### src/rtl/uart_transceiver_param_pkg.sv
// Shared definitions for the parametrised UART: frame states and
// the baud divider calculation.
package uart_transceiver_param_pkg;

   typedef enum logic [2:0] {
      ST_IDLE   = 3'd0,
      ST_START  = 3'd1,
      ST_DATA   = 3'd2,
      ST_PARITY = 3'd3,
      ST_STOP   = 3'd4
   } uart_st_e;

   function automatic int calc_div(input int clk_freq,
                                   input int baud,
                                   input int os);
      int d;
      d = (clk_freq + baud * os / 2) / (baud * os);
      return (d < 1) ? 1 : d;
   endfunction

endpackage

### src/rtl/uart_transceiver_param_baud_tick.sv
// Free-running oversample tick generator shared by the TX and RX paths.
// Pulses for one clock each time the divider wraps.
module uart_baud_tick
   import uart_transceiver_param_pkg::*;
#(
   parameter int CLK_FREQ   = 25_000_000,
   parameter int BAUD       = 9600,
   parameter int OVERSAMPLE = 16
) (
   input  logic clk,
   input  logic rst,
   output logic tick
);
   localparam int DIV = calc_div(CLK_FREQ, BAUD, OVERSAMPLE);
   localparam int CW  = (DIV > 1) ? $clog2(DIV) : 1;

   logic [CW-1:0] cnt_q, cnt_d;

   always_comb begin
      tick  = (cnt_q == CW'(DIV - 1));
      cnt_d = tick ? '0 : cnt_q + 1'b1;
   end

   always_ff @(posedge clk) begin
      if (!rst) cnt_q <= '0;
      else      cnt_q <= cnt_d;
   end

endmodule

### src/rtl/uart_transceiver_param.sv
// Parametrised full-duplex UART: valid/ready TX path and mid-bit
// sampling RX path with glitch reject, parity and framing checks.
module uart_transceiver_param
   import uart_transceiver_param_pkg::*;
#(
   parameter int CLK_FREQ   = 25_000_000,
   parameter int BAUD       = 9600,
   parameter int OVERSAMPLE = 16,
   parameter int DATA_BITS  = 8,
   parameter int PARITY_EN  = 0,
   parameter int PARITY_ODD = 0,
   parameter int STOP_BITS  = 1
) (
   input  logic                 clk,
   input  logic                 rst,
   input  logic [DATA_BITS-1:0] tx_data,
   input  logic                 tx_valid,
   output logic                 tx_ready,
   output logic                 txd,
   input  logic                 rxd,
   output logic [DATA_BITS-1:0] rx_data,
   output logic                 rx_valid,
   output logic                 rx_frame_err,
   output logic                 rx_parity_err
);
   localparam int CW = $clog2(OVERSAMPLE);
   localparam int BW = $clog2(DATA_BITS);
   localparam logic [CW-1:0] BIT_END  = CW'(OVERSAMPLE - 1);
   localparam logic [CW-1:0] HALF_END = CW'(OVERSAMPLE / 2 - 1);
   localparam logic [CW-1:0] STOP_END = CW'(OVERSAMPLE - 2);
   localparam logic [BW-1:0] LAST_BIT = BW'(DATA_BITS - 1);
   localparam logic PAR_EN    = (PARITY_EN != 0);
   localparam logic PAR_ODD   = (PARITY_ODD != 0);
   localparam logic LAST_STOP = (STOP_BITS == 2);

   logic tick;

   uart_baud_tick #(
      .CLK_FREQ   (CLK_FREQ),
      .BAUD       (BAUD),
      .OVERSAMPLE (OVERSAMPLE)
   ) u_tick (
      .clk  (clk),
      .rst  (rst),
      .tick (tick)
   );

   uart_st_e             tx_st_q, tx_st_d;
   logic [CW-1:0]        tx_cnt_q, tx_cnt_d;
   logic [BW-1:0]        tx_bit_q, tx_bit_d;
   logic [DATA_BITS-1:0] tx_sh_q, tx_sh_d;
   logic                 tx_par_q, tx_par_d;
   logic                 tx_stop_q, tx_stop_d;
   logic                 txd_q, txd_d;
   logic                 tx_rdy_q, tx_rdy_d;
   logic                 tx_done;

   // The frame ends one tick early so a back-to-back accept lands its
   // start bit right after a full-length stop bit.
   always_comb begin
      tx_st_d   = tx_st_q;
      tx_cnt_d  = tx_cnt_q;
      tx_bit_d  = tx_bit_q;
      tx_sh_d   = tx_sh_q;
      tx_par_d  = tx_par_q;
      tx_stop_d = tx_stop_q;
      txd_d     = txd_q;
      tx_rdy_d  = tx_rdy_q;
      tx_done   = tick && (tx_cnt_q == BIT_END);
      if (tx_st_q != ST_IDLE && tick)
         tx_cnt_d = tx_done ? '0 : tx_cnt_q + 1'b1;
      unique case (tx_st_q)
         ST_IDLE: if (tx_valid && tx_rdy_q) begin
            tx_st_d  = ST_START;
            tx_cnt_d = '0;
            tx_sh_d  = tx_data;
            tx_par_d = (^tx_data) ^ PAR_ODD;
            txd_d    = 1'b0;
            tx_rdy_d = 1'b0;
         end
         ST_START: if (tx_done) begin
            tx_st_d  = ST_DATA;
            tx_bit_d = '0;
            txd_d    = tx_sh_q[0];
         end
         ST_DATA: if (tx_done) begin
            if (tx_bit_q == LAST_BIT) begin
               if (PAR_EN) begin
                  tx_st_d = ST_PARITY;
                  txd_d   = tx_par_q;
               end else begin
                  tx_st_d   = ST_STOP;
                  txd_d     = 1'b1;
                  tx_stop_d = 1'b0;
               end
            end else begin
               tx_bit_d = tx_bit_q + 1'b1;
               tx_sh_d  = tx_sh_q >> 1;
               txd_d    = tx_sh_q[1];
            end
         end
         ST_PARITY: if (tx_done) begin
            tx_st_d   = ST_STOP;
            txd_d     = 1'b1;
            tx_stop_d = 1'b0;
         end
         ST_STOP: begin
            if (tick && tx_stop_q == LAST_STOP && tx_cnt_q == STOP_END) begin
               tx_st_d  = ST_IDLE;
               tx_rdy_d = 1'b1;
            end else if (tx_done) begin
               tx_stop_d = 1'b1;
            end
         end
         default: tx_st_d = ST_IDLE;
      endcase
   end

   logic                 rx_s1_q, rx_s2_q, rx_prev_q;
   uart_st_e             rx_st_q, rx_st_d;
   logic [CW-1:0]        rx_cnt_q, rx_cnt_d;
   logic [BW-1:0]        rx_bit_q, rx_bit_d;
   logic [DATA_BITS-1:0] rx_sh_q, rx_sh_d;
   logic [DATA_BITS-1:0] rx_data_q, rx_data_d;
   logic                 rx_par_q, rx_par_d;
   logic                 rx_vld_q, rx_vld_d;
   logic                 rx_fe_q, rx_fe_d;
   logic                 rx_pe_q, rx_pe_d;
   logic                 rx_smp;

   // A low line after a bad stop bit leaves rx_prev_q low, so no new
   // start is armed until the line has been seen high again.
   always_comb begin
      rx_st_d   = rx_st_q;
      rx_cnt_d  = rx_cnt_q;
      rx_bit_d  = rx_bit_q;
      rx_sh_d   = rx_sh_q;
      rx_data_d = rx_data_q;
      rx_par_d  = rx_par_q;
      rx_fe_d   = rx_fe_q;
      rx_pe_d   = rx_pe_q;
      rx_vld_d  = 1'b0;
      rx_smp    = tick &&
                  (rx_cnt_q == ((rx_st_q == ST_START) ? HALF_END : BIT_END));
      if (rx_st_q != ST_IDLE && tick)
         rx_cnt_d = rx_smp ? '0 : rx_cnt_q + 1'b1;
      unique case (rx_st_q)
         ST_IDLE: if (rx_prev_q && !rx_s2_q) begin
            rx_st_d  = ST_START;
            rx_cnt_d = '0;
         end
         ST_START: if (rx_smp) begin
            rx_st_d  = rx_s2_q ? ST_IDLE : ST_DATA;
            rx_bit_d = '0;
         end
         ST_DATA: if (rx_smp) begin
            rx_sh_d = {rx_s2_q, rx_sh_q[DATA_BITS-1:1]};
            if (rx_bit_q == LAST_BIT)
               rx_st_d = PAR_EN ? ST_PARITY : ST_STOP;
            else
               rx_bit_d = rx_bit_q + 1'b1;
         end
         ST_PARITY: if (rx_smp) begin
            rx_par_d = rx_s2_q;
            rx_st_d  = ST_STOP;
         end
         ST_STOP: if (rx_smp) begin
            rx_st_d   = ST_IDLE;
            rx_data_d = rx_sh_q;
            rx_fe_d   = !rx_s2_q;
            rx_pe_d   = PAR_EN && (rx_par_q != ((^rx_sh_q) ^ PAR_ODD));
            rx_vld_d  = 1'b1;
         end
         default: rx_st_d = ST_IDLE;
      endcase
   end

   always_ff @(posedge clk) begin
      if (!rst) begin
         tx_st_q   <= ST_IDLE;
         tx_cnt_q  <= '0;
         tx_bit_q  <= '0;
         tx_sh_q   <= '0;
         tx_par_q  <= 1'b0;
         tx_stop_q <= 1'b0;
         txd_q     <= 1'b1;
         tx_rdy_q  <= 1'b1;
         rx_s1_q   <= 1'b1;
         rx_s2_q   <= 1'b1;
         rx_prev_q <= 1'b1;
         rx_st_q   <= ST_IDLE;
         rx_cnt_q  <= '0;
         rx_bit_q  <= '0;
         rx_sh_q   <= '0;
         rx_data_q <= '0;
         rx_par_q  <= 1'b0;
         rx_vld_q  <= 1'b0;
         rx_fe_q   <= 1'b0;
         rx_pe_q   <= 1'b0;
      end else begin
         tx_st_q   <= tx_st_d;
         tx_cnt_q  <= tx_cnt_d;
         tx_bit_q  <= tx_bit_d;
         tx_sh_q   <= tx_sh_d;
         tx_par_q  <= tx_par_d;
         tx_stop_q <= tx_stop_d;
         txd_q     <= txd_d;
         tx_rdy_q  <= tx_rdy_d;
         rx_s1_q   <= rxd;
         rx_s2_q   <= rx_s1_q;
         rx_prev_q <= rx_s2_q;
         rx_st_q   <= rx_st_d;
         rx_cnt_q  <= rx_cnt_d;
         rx_bit_q  <= rx_bit_d;
         rx_sh_q   <= rx_sh_d;
         rx_data_q <= rx_data_d;
         rx_par_q  <= rx_par_d;
         rx_vld_q  <= rx_vld_d;
         rx_fe_q   <= rx_fe_d;
         rx_pe_q   <= rx_pe_d;
      end
   end

   assign tx_ready      = tx_rdy_q;
   assign txd           = txd_q;
   assign rx_data       = rx_data_q;
   assign rx_valid      = rx_vld_q;
   assign rx_frame_err  = rx_fe_q;
   assign rx_parity_err = rx_pe_q;

endmodule

### config.mk
export PLATFORM = sky130hd
export DESIGN_NAME = uart_transceiver_param
export DESIGN_NICKNAME = d
export VERILOG_FILES = /design/src/rtl/uart_transceiver_param_pkg.sv /design/src/rtl/uart_transceiver_param_baud_tick.sv /design/src/rtl/uart_transceiver_param.sv
export SDC_FILE = /design/constraint.sdc
export NUM_CORES = 1
export LEC_CHECK = 0
export BUFFER_PORTS_ARGS = -buffer_cell sky130_fd_sc_hd__clkbuf_2
export CORE_UTILIZATION = 60
export CTS_BUF_LIST = sky130_fd_sc_hd__clkbuf_4 sky130_fd_sc_hd__clkbuf_8
export DETAILED_ROUTE_END_ITERATION = 8
export GPL_ROUTABILITY_DRIVEN = 0
export HOLD_SLACK_MARGIN = 0.1
export PLACE_DENSITY = 0.85
export SETUP_SLACK_MARGIN = 0.5
export SYNTH_ARGS = -nofsm -noshare
export SYNTH_HDL_FRONTEND = slang
export SYNTH_SLANG_ARGS = --single-unit
### constraint.sdc
create_clock -name clk -period 5.03 [get_ports clk]
set_input_delay 1.006 -clock clk [delete_from_list [all_inputs] [get_ports clk]]
set_output_delay 1.006 -clock clk [all_outputs]
set_load 0.02 [all_outputs]
==> flow_summary_export.csv, run 1 <==
group,metric,value,unit
run_status,status,"finished clean",
clock_network,worst_path_clk_slew,70,ps
floorplanning,core_area,0.00438,sq mm
clock_network,clockRootBuffer,"clkbuf_8",
hold_path,worst_hold_path.num_cells,1,
route,antenna_violating_nets_post_route,0,
route,route.detailed.drc,0,
finish,final_net_count,342,
sta,tightestPinTransition,932,ps
sta,fmax,0.434,GHz
place,portBuffers,23,
hold_path,hold_path.class,"flop to flop",
yosys,syn-mean-instance-area,9.08,sq um
critical_path,startpoint_kind_of_the_worst_setup_timing_path,"flop",
grt,grt_max_degree,37,
finish,n_antenna_cell,0,
critical_path,crit_family,"simple AND/OR/NAND/NOR gates",
yosys,postSynthRegisterBits,60,
grt,grt_remaining_overflow,0,
clock_network,bufs_on_longest_clock_path,2,
sta,skew,5.96,ps
grt,first_global_vias,2074,
route,detail_route.first_pass.iterations,4,
critical_path,crit_chain,"inv_1 -> ha_1 -> nor3b_4 -> nand2_1 -> or4_1 -> mux2i_1",
critical_path,critical_path_peak_fanout,9,
route,route.top_layer_used,"met4",
yosys,area_leader_netlist,"dfxtp_1",
yosys,ys_warn_count,0,
sta,worst_slew_margin_rel,37.4,%
critical_path,cp_num_buf_inv,1,
route,vias_per_cell,5.72,
yosys,netlist-cell-type-count,44,
clock_network,postCtsHoldBufs,0,
critical_path,ff2ff_setup_slack,2730,ps
floorplanning,die-height,69.8,microns
sta,rsz0062_at_grt,"false",
finish,multiInputGateArea,0.00145,sq mm
route,wl_per_cell,13.9,microns
yosys,post_synthesis_instance_area,0.00276,sq mm
grt,grt_first_pass_wirelength,9180,microns
clock_network,clk-insertion-delay-late,340,ps
critical_path,end_kind,"flop",
yosys,synth.yosys.seq_area_share,43.5,%
critical_path,cp-startpoint,"u_tick.cnt_q[0]",
sta,setup_tns,0,ps
floorplanning,rows,24,
route,total_length_of_routed_met3_wires,180,microns
floorplanning,die_width,69.8,microns
place,dp_hpwl,3490,microns
run,cap_viol_max_count,0,
clock_network,post_cts_resized,0,
critical_path,cp_slowest_stage_delay,800,ps
finish,area_growth,10.8,%
floorplanning,dieArea,0.00487,sq mm
clock_network,cts_sinks,60,
floorplanning,io_pins,25,
hold_path,min_delay_startpoint,"rx_s1_q",
route,wl_met2,2510,microns
yosys,share_of_the_synthesized_area_in_the_top_cell_type,43.5,%
finish,sequential_cell_area,0.00120,sq mm
route,wirelength,5270,microns
critical_path,required,5250,ps
finish,mostFrequentLayoutCells,"dfxtp_1 (60), nand2_1 (43), mux2i_1 (29), clkbuf_2 (23), nor2_1 (21)",
power_and_ir_drop,vdd_ir_drop_max,302,uV
clock_network,numCtsBuffers,9,
hold_path,hold_end,"rx_s2_q",
route,via_count,2163,
finish,layout.core_utilization,69.7,%
floorplanning,floorplan.initialDensity,62.9,%
critical_path,criticalPathCategory,"flop to flop",
sta,finalCriticalPeriod,2300,ps
power_and_ir_drop,total_leakage_power,1.27,nW
critical_path,reg2reg_to,"rx_sh_q[4]",
route,number_of_drc_violations_after_detailed_routing_iteration_0,240,
sta,report.final.slew_viol_count,0,
grt,initial_antenna_violation_count,0,
yosys,synthTopCellsByArea,"dfxtp_1 (44%), mux2i_1 (11%), nand2_1 (5.9%)",
clock_network,cts.repair_timing.setup_buffer_count,0,
power_and_ir_drop,pwr_density_cell,323,mW/mm^2
sta,timing_hold_violations_final,0,
yosys,synth.net_count,325,
finish,layout_commonest_cell,"dfxtp_1",
sta,setup-violations-final,0,
finish,fillers,338,
route,wl_met1,2470,microns
clock_network,htreeDepth,3,
yosys,postSynthCellCount,304,
critical_path,origin_of_the_critical_flop_to_flop_path,"u_tick.cnt_q[0]",
clock_network,tritoncts,"built",
critical_path,timing.critical_path.slowest_stage_cell,"or4_1",
finish,drive_gt1_share,15.3,%
grt,globalRouteTotalUtil,23.9,%
sta,period_share,45.8,%
critical_path,cp.arrival,2520,ps
critical_path,worst_r2r_path_depth,6,
-- worst max path at each step --
stage                 endpoint  depth (start not counted)
finish              rx_sh_q[4]                          6
floorplan           tx_sh_q[0]                          5
global route        rx_sh_q[4]                          6
CTS                 rx_sh_q[5]                          6
detailed placement  tx_sh_q[3]                          5
global placement    tx_sh_q[0]                          5
-- state kept, by name (all words and copies together) (netlist names), 3 cells and up --
| name | cells |
|---|---|
| u_tick.cnt_q | 8 |
| tx_cnt_q | 4 |
| rx_bit_q | 3 |
| rx_st_q | 3 |
| tx_bit_q | 3 |
| rx_data | 8 |
| rx_sh_q | 8 |
| tx_sh_q | 8 |
| tx_st_q | 3 |
| rx_cnt_q | 4 |
-- stage by stage --
stage                     hold WS [ps]  cell area [sq um]  worst slack, ps  power (mW)  std cells
after floorplan                    386               2760             2850       0.550        304
after global placement             389               2860             2580       0.562        362
after global routing               446               3060             2540        1.02        378
final                              427               3060             2730       0.987        378
after detailed placement           397               2860             2510       0.564        362
after CTS                          432               3060             2730       0.994        378
-- cell type report --
type	count	share of cell area, %
Clock buffer	9	4.05
Sequential cell	60	39.3
Tap cell	52	2.13
Timing Repair Buffer	24	4.01
Inverter	5	0.614
Clock inverter	7	2.50
Multi-Input combinational cell	221	47.4
-- logic make-up after synthesis --
family                   after synthesis  share of synthesized area [%]
AND/OR/NAND/NOR                      134                           25.9
buffers and inverters                 23                           3.95
adder cells (fa/ha/maj)                9                           4.08
flip-flops                            60                           43.5
other                                  1                          0.136
XOR/XNOR                               8                           2.54
multiplexers                          31                           11.3
AO/OA/AOI/OAI                         38                           8.48
-- power by group --
part	switching [mW]	total, mW	internal, mW
sequential	0.0102	0.497	0.487
combinational	0.0329	0.0564	0.0236
clock	0.203	0.433	0.231
total	0.246	0.987	0.741
-- worst reg2reg max path, stage by stage, from the launching register on --
cell and delay [ps]:
dfxtp_1 340, inv_1 60, ha_1 160, nor3b_4 370, nand2_1 250, or4_1 800
mux2i_1 210
-- synthesized netlist by cell type, drive strengths merged --
library cell  instances
dfxtp                60
nand2                43
mux2i                29
nor2                 21
a21oi                14
clkbuf               11
nand3                10
nor3                 10
or3                  10
ha                    9
o21ai                 9
a211oi                7
buf                   7
nand2b                6
inv                   5
nand4                 4
nor3b                 4
or2                   4
xnor2                 4
xor2                  4
and3                  3
nand3b                3
nor4b                 3
or4                   3
and2                  2
and4                  2
mux2                  2
nor4                  2
o21a                  2
a311oi                1
a31oi                 1
and3b                 1
and4bb                1
conb                  1
nand4bb               1
nor2b                 1
o2111a                1
o2111ai               1
o31a                  1
o31ai                 1
-- per-layer routing --
layer,track usage [%],vias up
met5,0,-
met4,12.4,0
met3,6.69,13
met2,37.0,42
met1,30.3,1001
li1,-,1107
Note: power is estimated with default switching activity, not from simulation.
==> inputs of run 2 (changes only) <==
==> constraint.sdc (replaced) <==
create_clock -name clk -period 2.34 [get_ports clk]
set_input_delay 0.468 -clock clk [delete_from_list [all_inputs] [get_ports clk]]
set_output_delay 0.468 -clock clk [all_outputs]
set_load 0.02 [all_outputs]
==> run 2 against run 1 <==
Compared with the run above:
- critical path depth is the same
- register-to-register slack got worse by 2300 ps
- largest power group unchanged
- largest cell class unchanged
- die area stayed put
- critical endpoint unchanged
- critical path type unchanged
- total power rose by 120%
- non-clock buffer count is 15 higher
==> flow_summary_export.csv, run 2 (synthesized netlist as in run 1, its figures left out) <==
group,metric,value,unit
finish,layout_commonest_cell,"dfxtp_1",
finish,area_growth,17.6,%
finish,final_net_count,357,
critical_path,cp_num_buf_inv,1,
critical_path,crit_chain,"inv_2 -> ha_4 -> nor3b_4 -> nand2_2 -> or4_4 -> mux2i_1",
critical_path,cp_slowest_stage_delay,640,ps
sta,setup_tns,0,ps
clock_network,numCtsBuffers,9,
finish,fin_cells,393,
critical_path,required,2610,ps
route,antenna_violating_nets_post_route,0,
finish,n_antenna_cell,0,
sta,setup-violations-final,0,
clock_network,htreeDepth,3,
power_and_ir_drop,power.share.sequential,49.5,%
power_and_ir_drop,pwr-share-clk,43.7,%
run_status,status,"finished clean",
finish,design_area,0.00324,sq mm
critical_path,end_kind,"flop",
floorplanning,io_pins,25,
run,cap_viol_max_count,0,
route,total_length_of_routed_met3_wires,225,microns
floorplanning,die_width,69.8,microns
power_and_ir_drop,pwr_density_cell,667,mW/mm^2
sta,tightestPinTransition,531,ps
grt,initial_antenna_violation_count,0,
finish,fillers,303,
power_and_ir_drop,internal-power,1.61,mW
critical_path,criticalPathCategory,"flop to flop",
clock_network,tritoncts,"built",
clock_network,clockRootBuffer,"clkbuf_8",
clock_network,cts_sinks,60,
power_and_ir_drop,switching_share_of_total_power,25.6,%
power_and_ir_drop,netsw,0.554,mW
grt,grt_first_pass_wirelength,9520,microns
route,wl_met2,2980,microns
route,vias_per_cell,5.83,
clock_network,clk-insertion-delay-late,350,ps
finish,mostFrequentLayoutCells,"dfxtp_1 (55), nand2_1 (42), mux2i_1 (28), clkbuf_2 (23), nor2_1 (21)",
clock_network,postCtsHoldBufs,0,
sta,fmax,0.512,GHz
sta,rsz0062_at_grt,"true",
place,portBuffers,23,
route,wl_met1,2650,microns
finish,drive_gt1_share,24.6,%
place,dpl_cell_area,0.00290,sq mm
place,place_ws,288,ps
hold_path,hold_path.class,"primary input to flop",
sta,hold_ws,295,ps
critical_path,timing.critical_path.slowest_stage_cell,"or4_4",
sta,skew,7.22,ps
sta,finalCriticalPeriod,1950,ps
clock_network,worst_path_clk_slew,70,ps
critical_path,critical_path_peak_fanout,8,
floorplanning,dieArea,0.00487,sq mm
floorplanning,die-height,69.8,microns
power_and_ir_drop,total_leakage_power,1.34,nW
grt,globalRouteTotalUtil,24.5,%
critical_path,cp.arrival,2220,ps
sta,timing_hold_violations_final,0,
grt,first_global_vias,2138,
route,wirelength,5950,microns
floorplanning,rows,24,
route,wl_per_cell,15.1,microns
sta,period_share,83.5,%
grt,grt_max_degree,28,
sta,worst_slew_margin_rel,64.6,%
route,via_count,2292,
sta,report.final.slew_viol_count,0,
route,detail_route.first_pass.iterations,5,
grt,grt_remaining_overflow,0,
route,number_of_drc_violations_after_detailed_routing_iteration_0,150,
floorplanning,floorplan.initialDensity,62.9,%
clock_network,bufs_on_longest_clock_path,2,
power_and_ir_drop,power.share.combinational,6.8,%
power_and_ir_drop,post-layout-total-power,2.16,mW
finish,layout.core_utilization,74.0,%
floorplanning,core_area,0.00438,sq mm
route,route.top_layer_used,"met4",
place,dp.cells,367,
sta,fin_ws,385,ps
power_and_ir_drop,vdd_ir_drop_max,478,uV
place,dp_hpwl,3660,microns
critical_path,crit_family,"simple AND/OR/NAND/NOR gates",
route,route.detailed.drc,0,
critical_path,startpoint_kind_of_the_worst_setup_timing_path,"flop",
run 2: cell count changes in the layout (fill, tap and decap cells not counted), moves of 3 or more:
cell,delta
dfxtp_2,+4
dfxtp_1,-5
ha_1,-3
buf_4,+13
run 2: final timing paths:
| check | end | cells past startpoint | start | slack [ps] |
|---|---|---|---|---|
| max | rx_sh_q[4] | 6 | u_tick.cnt_q[0] | 390 |
| min reg2reg | rx_s2_q | 1 | rx_s1_q | 420 |
| max reg2reg | rx_sh_q[4] | 6 | u_tick.cnt_q[0] | 390 |
| min | rx_s1_q | 2 | rxd | 290 |
run 2: layer usage:
layer	global-route usage [%]	vias up
li1	-	1131
met1	29.4	1079
met2	41.7	60
met3	7.99	22
met4	7.11	0
met5	0	-
run 2: worst reg2reg max path, stage by stage, from the launching register on:
cell and delay, ps:
dfxtp_2 340, inv_2 70, ha_4 130, nor3b_4 330, nand2_2 160, or4_4 650, mux2i_1 210
run 2: power by group through the flow:
stage / clock (mW) / sequential, mW / combinational, mW
after floorplan: 0 / 1.09 / 0.0963
after global placement: 0 / 1.09 / 0.122
after detailed placement: 0 / 1.09 / 0.124
after CTS: 0.949 / 1.07 / 0.132
after global routing: 0.997 / 1.07 / 0.163
final: 0.945 / 1.07 / 0.147
run 2: layout make-up:
class / instances / area, sq um / area share, %
well taps: 52 / 65.1 / 2.01
clock buffers: 9 / 124 / 3.82
multi-input cells: 221 / 1510 / 46.5
inverters: 5 / 18.8 / 0.579
clock inverters: 7 / 76.3 / 2.35
flip-flops and latches: 60 / 1210 / 37.3
repair buffers: 39 / 243 / 7.48
run 2: what timing repair did:
item | CTS | global route
pin swaps | 1 | 5
gates resized for setup | 10 | 13
buffers inserted | 4 | 6
setup endpoints to repair | 31 | 29
gates cloned | 0 | 0
